<file path="config.mk">
export PLATFORM = sky130hd
export DESIGN_NAME = param_queue
export DESIGN_NICKNAME = d
export VERILOG_FILES = /design/src/rtl/param_queue.sv
export SDC_FILE = /design/constraint.sdc
export NUM_CORES = 1
export LEC_CHECK = 0
export ABC_AREA = 1
export CAP_MARGIN = 20
export CORE_AREA = 5 5 76 78
export DETAILED_ROUTE_END_ITERATION = 8
export DIE_AREA = 0 0 81 83
export PLACE_DENSITY = 0.59
export SETUP_SLACK_MARGIN = 0.3
export SLEW_MARGIN = 20
export SYNTH_ARGS = -nofsm -noshare
export SYNTH_HDL_FRONTEND = slang
export SYNTH_SLANG_ARGS = --single-unit
</file>
<file path="constraint.sdc">
create_clock -name clk -period 2.1 [get_ports clk]
set_input_delay 0.315 -clock clk [delete_from_list [all_inputs] [get_ports clk]]
set_output_delay 0.315 -clock clk [all_outputs]
set_load 0.02 [all_outputs]
</file>
<file path="src/rtl/param_queue.sv">
// param_queue -- parametrised ready/valid FIFO used as the decoupling buffer
// between a producer and a consumer.
//
// Parameters
//   WIDTH     data bits per entry
//   DEPTH     number of entries (any value >= 1, not restricted to 2^n)
//   FLOW      1: an empty queue passes enq data straight to deq in the same cycle
//   PIPE      1: a full queue accepts an enq in the same cycle as a deq
//   AF_LEVEL  io_almost_full threshold on io_count (0 disables the flag)
//
// Ports
//   clk, reset                     clock; asynchronous active-high reset
//   io_enq_valid/ready/bits        producer side handshake and data
//   io_deq_valid/ready/bits        consumer side handshake and data
//   io_count                       occupancy 0..DEPTH
//   io_flush                       synchronous discard of all entries
//   io_almost_full                 io_count >= AF_LEVEL
module param_queue #(
    parameter int unsigned WIDTH    = 8,
    parameter int unsigned DEPTH    = 4,
    parameter bit          FLOW     = 1'b0,
    parameter bit          PIPE     = 1'b0,
    parameter int unsigned AF_LEVEL = 3,
    localparam int unsigned CW      = $clog2(DEPTH + 1),
    localparam int unsigned PW      = (DEPTH > 1) ? $clog2(DEPTH) : 1
) (
    input  logic             clk,
    input  logic             reset,
    input  logic             io_enq_valid,
    output logic             io_enq_ready,
    input  logic [WIDTH-1:0] io_enq_bits,
    output logic             io_deq_valid,
    input  logic             io_deq_ready,
    output logic [WIDTH-1:0] io_deq_bits,
    output logic [CW-1:0]    io_count,
    input  logic             io_flush,
    output logic             io_almost_full
);

    logic [WIDTH-1:0] ram_q [DEPTH];
    logic [PW-1:0]    enq_ptr_q, enq_ptr_d;
    logic [PW-1:0]    deq_ptr_q, deq_ptr_d;
    logic             maybe_full_q, maybe_full_d;

    logic ptr_match, empty, full;
    logic do_flow, do_enq, do_deq;

    // Pointer increment with an explicit wrap at DEPTH-1, so non-power-of-2
    // depths never index past the last entry. DEPTH=1 pins the pointer at 0.
    function automatic logic [PW-1:0] ptr_inc(input logic [PW-1:0] p);
        if (DEPTH == 1) return '0;
        return (p == PW'(DEPTH - 1)) ? '0 : p + 1'b1;
    endfunction

    assign ptr_match = (enq_ptr_q == deq_ptr_q);
    assign empty     = ptr_match & ~maybe_full_q;
    assign full      = ptr_match &  maybe_full_q;

    // Handshake outputs are held low while reset is asserted so that a
    // FLOW/PIPE bypass cannot advertise a transfer during reset.
    assign io_enq_ready = ~reset & ~io_flush & (~full  | (PIPE & io_deq_ready));
    assign io_deq_valid = ~reset & ~io_flush & (~empty | (FLOW & io_enq_valid));
    assign io_deq_bits  = (FLOW & empty) ? io_enq_bits : ram_q[deq_ptr_q];

    // Flow-through moves data without touching storage, so it suppresses
    // both the enqueue and the dequeue bookkeeping.
    assign do_flow = FLOW & empty & io_enq_valid & io_deq_ready;
    assign do_enq  = io_enq_ready & io_enq_valid & ~do_flow;
    assign do_deq  = io_deq_ready & io_deq_valid & ~do_flow;

    always_comb begin
        enq_ptr_d    = enq_ptr_q;
        deq_ptr_d    = deq_ptr_q;
        maybe_full_d = maybe_full_q;
        if (io_flush) begin
            enq_ptr_d    = '0;
            deq_ptr_d    = '0;
            maybe_full_d = 1'b0;
        end else begin
            if (do_enq) enq_ptr_d = ptr_inc(enq_ptr_q);
            if (do_deq) deq_ptr_d = ptr_inc(deq_ptr_q);
            // Only an unbalanced cycle can change full/empty disambiguation.
            if (do_enq != do_deq) maybe_full_d = do_enq;
        end
    end

    always_ff @(posedge clk or posedge reset) begin
        if (reset) begin
            enq_ptr_q    <= '0;
            deq_ptr_q    <= '0;
            maybe_full_q <= 1'b0;
        end else begin
            enq_ptr_q    <= enq_ptr_d;
            deq_ptr_q    <= deq_ptr_d;
            maybe_full_q <= maybe_full_d;
        end
    end

    // Storage is not reset; the pointers alone define which entries are live.
    always_ff @(posedge clk) begin
        if (do_enq) ram_q[enq_ptr_q] <= io_enq_bits;
    end

    // Occupancy: (enq - deq) mod DEPTH, with ptr_match resolved by maybe_full.
    logic [CW-1:0] enq_w, deq_w;
    assign enq_w = CW'(enq_ptr_q);
    assign deq_w = CW'(deq_ptr_q);

    always_comb begin
        io_count = '0;
        if (full)                 io_count = CW'(DEPTH);
        else if (enq_w >= deq_w)  io_count = enq_w - deq_w;
        else                      io_count = CW'(DEPTH) - deq_w + enq_w;
    end

    assign io_almost_full = (AF_LEVEL != 0) && (32'(io_count) >= AF_LEVEL);

endmodule

</file>
Yosys cells after proc, flatten, opt, wreduce, memory -nomap -nowiden
Memories as Yosys holds them, arrays and structs flattened.
Cells that the tools add are included.
{"block": "word_totals", "wordCells": 42, "reg_bits": 5, "mem_count": 1, "ram_bits": 32}
{"memory": "ram_q", "words": 4, "width": 8, "rd": 1, "rd_clocked_by_memory_dff": 0, "wr": 1, "line": "40", "source": "logic [WIDTH-1:0] ram_q [DEPTH];"}
{"block": "classes", "n_bitwise": 12, "order_cmp": 2, "n_addsub": 5, "mux": 12, "n_reduce_logical": 3, "n_eq_ne": 4}
{"op": "$mux 2", "count": 6}
{"op": "$and 1x1->1", "count": 7}
{"op": "$mux 3", "count": 2}
{"op": "$reduce_bool 2->1", "count": 3}
{"op": "$not 1->1", "count": 5}
{"op": "$add 2x1->2 const B", "count": 2}
{"op": "$eq 2x2->1 const B", "count": 2}
{"op": "$mux 1", "count": 4}
{"op": "$add 3x2->3", "count": 1}
{"op": "$ge 3x2->1 const B", "count": 1}
{"op": "$sub 2x2->3", "count": 1}
{"op": "$sub 3x2->3 const A", "count": 1}
{"op": "$eq 2x2->1", "count": 1}
{"op": "$ge 2x2->1", "count": 1}
{"op": "$ne 1x1->1", "count": 1}

Longest topological paths before layout
Gate-level depths: netlist (run 1).
{"block": "depth", "word_depth": 8, "ltp_mapped": 8, "mapped_depth_nobuf": 7}

Least setup slack after synthesis (run 1)
No wires, ideal clock.
{"block": "synth_timing", "path_type": "register -> output", "start": "register enq_ptr_q[0]", "end": "output io_almost_full", "required_ns": 1.785, "arrival_ns": 1.692, "stages_incl_launch_ff": 7, "n_path_buf": 0, "setup_slack_ns": 0.093, "path_cell_list": "dfrtp_1 -> inv_1 -> ha_1 -> inv_1 -> fa_1 -> nand2_1 -> o21ai_0"}
{"block": "synth_between", "elab_chain_cells": 4, "elab_cells_between_ends": 8, "classes_between": "add/sub (2); order compare (2); eq/ne (1); mux (2); bitwise (1)"}
{"item": "from (decl)", "line": "41", "source": "logic [PW-1:0] enq_ptr_q, enq_ptr_d;"}
{"item": "from (signal assigned)", "line": "93", "source": "enq_ptr_q <= enq_ptr_d;"}
{"item": "$add 3x2->3 (tied with other cells)", "line": "113", "source": "else io_count = CW'(DEPTH) - deq_w + enq_w;"}
{"item": "$mux 3 or $and 1x1->1 (tied branches)", "line": "112, 57"}
{"item": "$mux 3 (*)", "line": "111", "source": "if (full) io_count = CW'(DEPTH);"}
{"item": "$ge 3x2->1 (*)", "line": "116", "source": "assign io_almost_full = (AF_LEVEL != 0) && (32'(io_count) >= AF_LEVEL);"}
{"item": "to (decl)", "line": "37", "source": "output logic io_almost_full"}
Every way passes the cells marked *; elsewhere a longest branch is shown, timed or not.

Worst setup path after layout (run 1)
Same ends and word-level chain as after synthesis.

==> impl_metrics.tcl, run 1 <==
set metrics [dict create \
    status "completed" \
    grt.overflow.total 0 \
    synth_edf_count 32 \
    grt_antenna_before_repair 0 \
    rows 26 \
    final_core_util_pct 48.5 \
    multiInputGateArea_sq_um 577 \
    slew_viol_final 0 \
    hold_class "input port to asynchronous set/reset pin" \
    fin_crit_sh_pct 97.3 \
    max_cap_violations 0 \
    setup_viol 0 \
    postCtsHoldBufs 0 \
    ys_ff_latch 37 \
    place.gp.congestion 0.821 \
    rr_worst_depth 7 \
    finalSetupTns_ns 0 \
    crit_arrival_ns 1.73 \
    grt_pass1_vias 1338 \
    rsz0062_at_grt "true" \
    seqCellArea_sq_mm 0.00109 \
    path_clk_slew_ns 0.07 \
    hold_viol_final 0 \
    ir_worst_vdd_uv 375 \
    grt_pass1_wl_mm 6.29 \
    cts_root_buffer "clkbuf_8" \
    synth.distinct_cells 21 \
    dieArea_sq_mm 0.00672 \
    synthCells 146 \
    pin_count 27 \
    yosys-top-cells-area "edfxtp_1 58%, dfrtp_1 7.5%, o21ai_0 5.1%" \
    met3_usage_pct 3.03 \
    dr.pass1.iters 4 \
    pwr-share-clk_pct 22.9 \
    required_ns 1.78 \
    cts_buffers 5 \
    grt_max_degree 13 \
    worst-path-max-fanout 2 \
    clockBufferDepth 2 \
    core_sq_mm 0.00501 \
    synth_common_cells "32 x edfxtp_1, 22 x nor2_1, 17 x o21ai_0" \
    synth_top_area_share_pct 57.6 \
    ys_warn_count 0 \
    r2r_end "ram_q[0][2]" \
    vias 1258 \
    p_int_mw 1.41 \
    num-nets-final 223 \
    cp-end-kind "output pin" \
    slew_headroom_pct 85.3 \
    fin_skew_ns 0.00804 \
    dieWidth_um 81 \
    sw_frac_of_total_pct 31.7 \
    synth_area_leader_cell "edfxtp_1" \
    htreeDepth 2 \
    async_flop_share_pct 13.5 \
    drcViolationCount 0 \
    p_comb_share_pct 36.5 \
    p_seq_share_pct 40.6 \
    fill_cells 472 \
    yosysMostFrequentCell "edfxtp_1" \
    endpoint "io_almost_full" \
    avgSynthCellArea_sq_um 11.4 \
    grt.busiest_layer "met2" \
    fin_cells 274 \
    routed_wl_mm 4.02 \
    place_inst 258 \
    reg2reg_from "deq_ptr_q[1]" \
    dp_hpwl_mm 2.65 \
    synth_ff_type "edfxtp_1" \
    gr-usage-met1_pct 12.9 \
    drt-initial-drc-count 103 \
    synth_nets 166 \
    power_mw 2.07 \
    clk_latency_ns 0.29 \
    io_buffers 26 \
    ant_nets 0 \
    critical_path_class "register to output pin" \
    globalRouteTotalUtil_pct 12.3 \
    p_sw_mw 0.654 \
    wl_per_cell_um 14.7 \
    via_per_inst 4.59 \
    cts_sinks 37 \
    period_minus_slack_ns 2.04 \
    leakage_nw 0.981 \
    tightestPinTransition_ns 0.220 \
    powerDensity_mw_per_mm2 851 \
    worst-r2r-setup-slack_ns 0.42 \
    start_kind "register" \
    whs_ns 0.433 \
    syn-cell-area_sq_mm 0.00167 \
    drive_gt1_share_pct 35.8 \
    ys_seq_area_share_pct 65.1 \
    fp.dieH_um 83 \
    fmax_ghz 0.490 \
    areaGrowthSynthToFinish_pct 45.7 \
    met2_usage_pct 22.0 \
    tritoncts "built" \
    start_util_pct 33.3 \
    diodes 0 \
    crit_start "enq_ptr_q[0]" \
]
-- power groups by stage --
stage          clock network [mW]  registers (mW)  logic, mW
2_1_floorplan                   0           0.852      0.331
3_3_place_gp                    0           0.850      0.612
3_5_place_dp                    0           0.851      0.629
4_1_cts                     0.490           0.840      0.703
5_1_grt                     0.520           0.843      0.814
6_report                    0.473           0.840      0.754
-- critical path: stages, from the launching register on --
cell and delay (ns):
dfrtp_1 0.39, inv_2 0.08, ha_4 0.13, inv_2 0.03, fa_1 0.47, nand2_1 0.07
o21ai_1 0.11, buf_4 0.15
-- worst min-delay path by stage --
stage,cells past startpoint,end,startpoint
3_3_place_gp,3,enq_ptr_q[0],enq_ptr_q[0]
4_1_cts,3,maybe_full_q,reset
2_1_floorplan,1,deq_ptr_q[0],reset
5_1_grt,3,maybe_full_q,reset
3_5_place_dp,3,enq_ptr_q[0],enq_ptr_q[0]
6_report,3,maybe_full_q,reset
-- placed cells by master, fill, tap and decap left out, types with 4 or more instances in the layout --
| cell | n |
|---|---|
| edfxtp_1 | 32 |
| buf_4 | 28 |
| nand2_1 | 16 |
| nor2_1 | 16 |
| inv_1 | 12 |
| clkdlybuf4s50_1 | 12 |
| o21ai_0 | 11 |
| buf_6 | 9 |
| nand3_1 | 8 |
| o21ai_1 | 6 |
| inv_2 | 5 |
| o22ai_1 | 5 |
| clkbuf_8 | 5 |
| nor2_4 | 4 |
| ha_1 | 4 |
-- cell type report --
| type | instances | share of cell area, % |
|---|---|---|
| clock buffer | 5 | 2.83 |
| clock inverter | 3 | 0.721 |
| inverter | 18 | 2.99 |
| multi-input combinational | 87 | 23.7 |
| sequential | 37 | 44.8 |
| tap | 70 | 3.60 |
| timing repair buffer | 54 | 21.3 |
-- repair_timing --
item / 4_1_cts / 5_1_grt
cloned: 1 / 1
pin swaps: 4 / 8
endpoints found under the setup margin: 18 / 12
setup buffers: 6 / 0
resized for setup: 91 / 17
-- stage by stage --
step	worst slack, ns	cell area (sq um)
floorplan	0.172	1670
global route	-0.00343	2430
detailed placement	-0.139	2140
global placement	-0.0902	2140
CTS	0.0264	2340
finish	0.0575	2430
-- layer usage --
layer | up-vias | wire length [um]
met2 | 23 | 2190
met1 | 611 | 1600
met4 | 0 | 112
met3 | 9 | 118
met5 | - | 0
li1 | 615 | -
-- registers in the layout, summed over array words and instances (netlist names) --
| name | cells |
|---|---|
| deq_ptr_q | 2 |
| ram_q | 32 |
| maybe_full_q | 1 |
| enq_ptr_q | 2 |
-- cell families after synthesis --
kind of cell,share of synthesized area [%]
adder cells (fa/ha/maj),5.70
XOR/XNOR,0.525
buffers and inverters,5.70
flip-flops,65.1
AO/OA/AOI/OAI,8.70
AND/OR/NAND/NOR,14.3
Note: power is estimated with default switching activity, not from simulation.
==> inputs of run 2 (changes only) <==
- SLEW_MARGIN: 20 -> not set
==> results of run 2 <==
No change in the layout: final DEF, timing and power equal those of run 1.
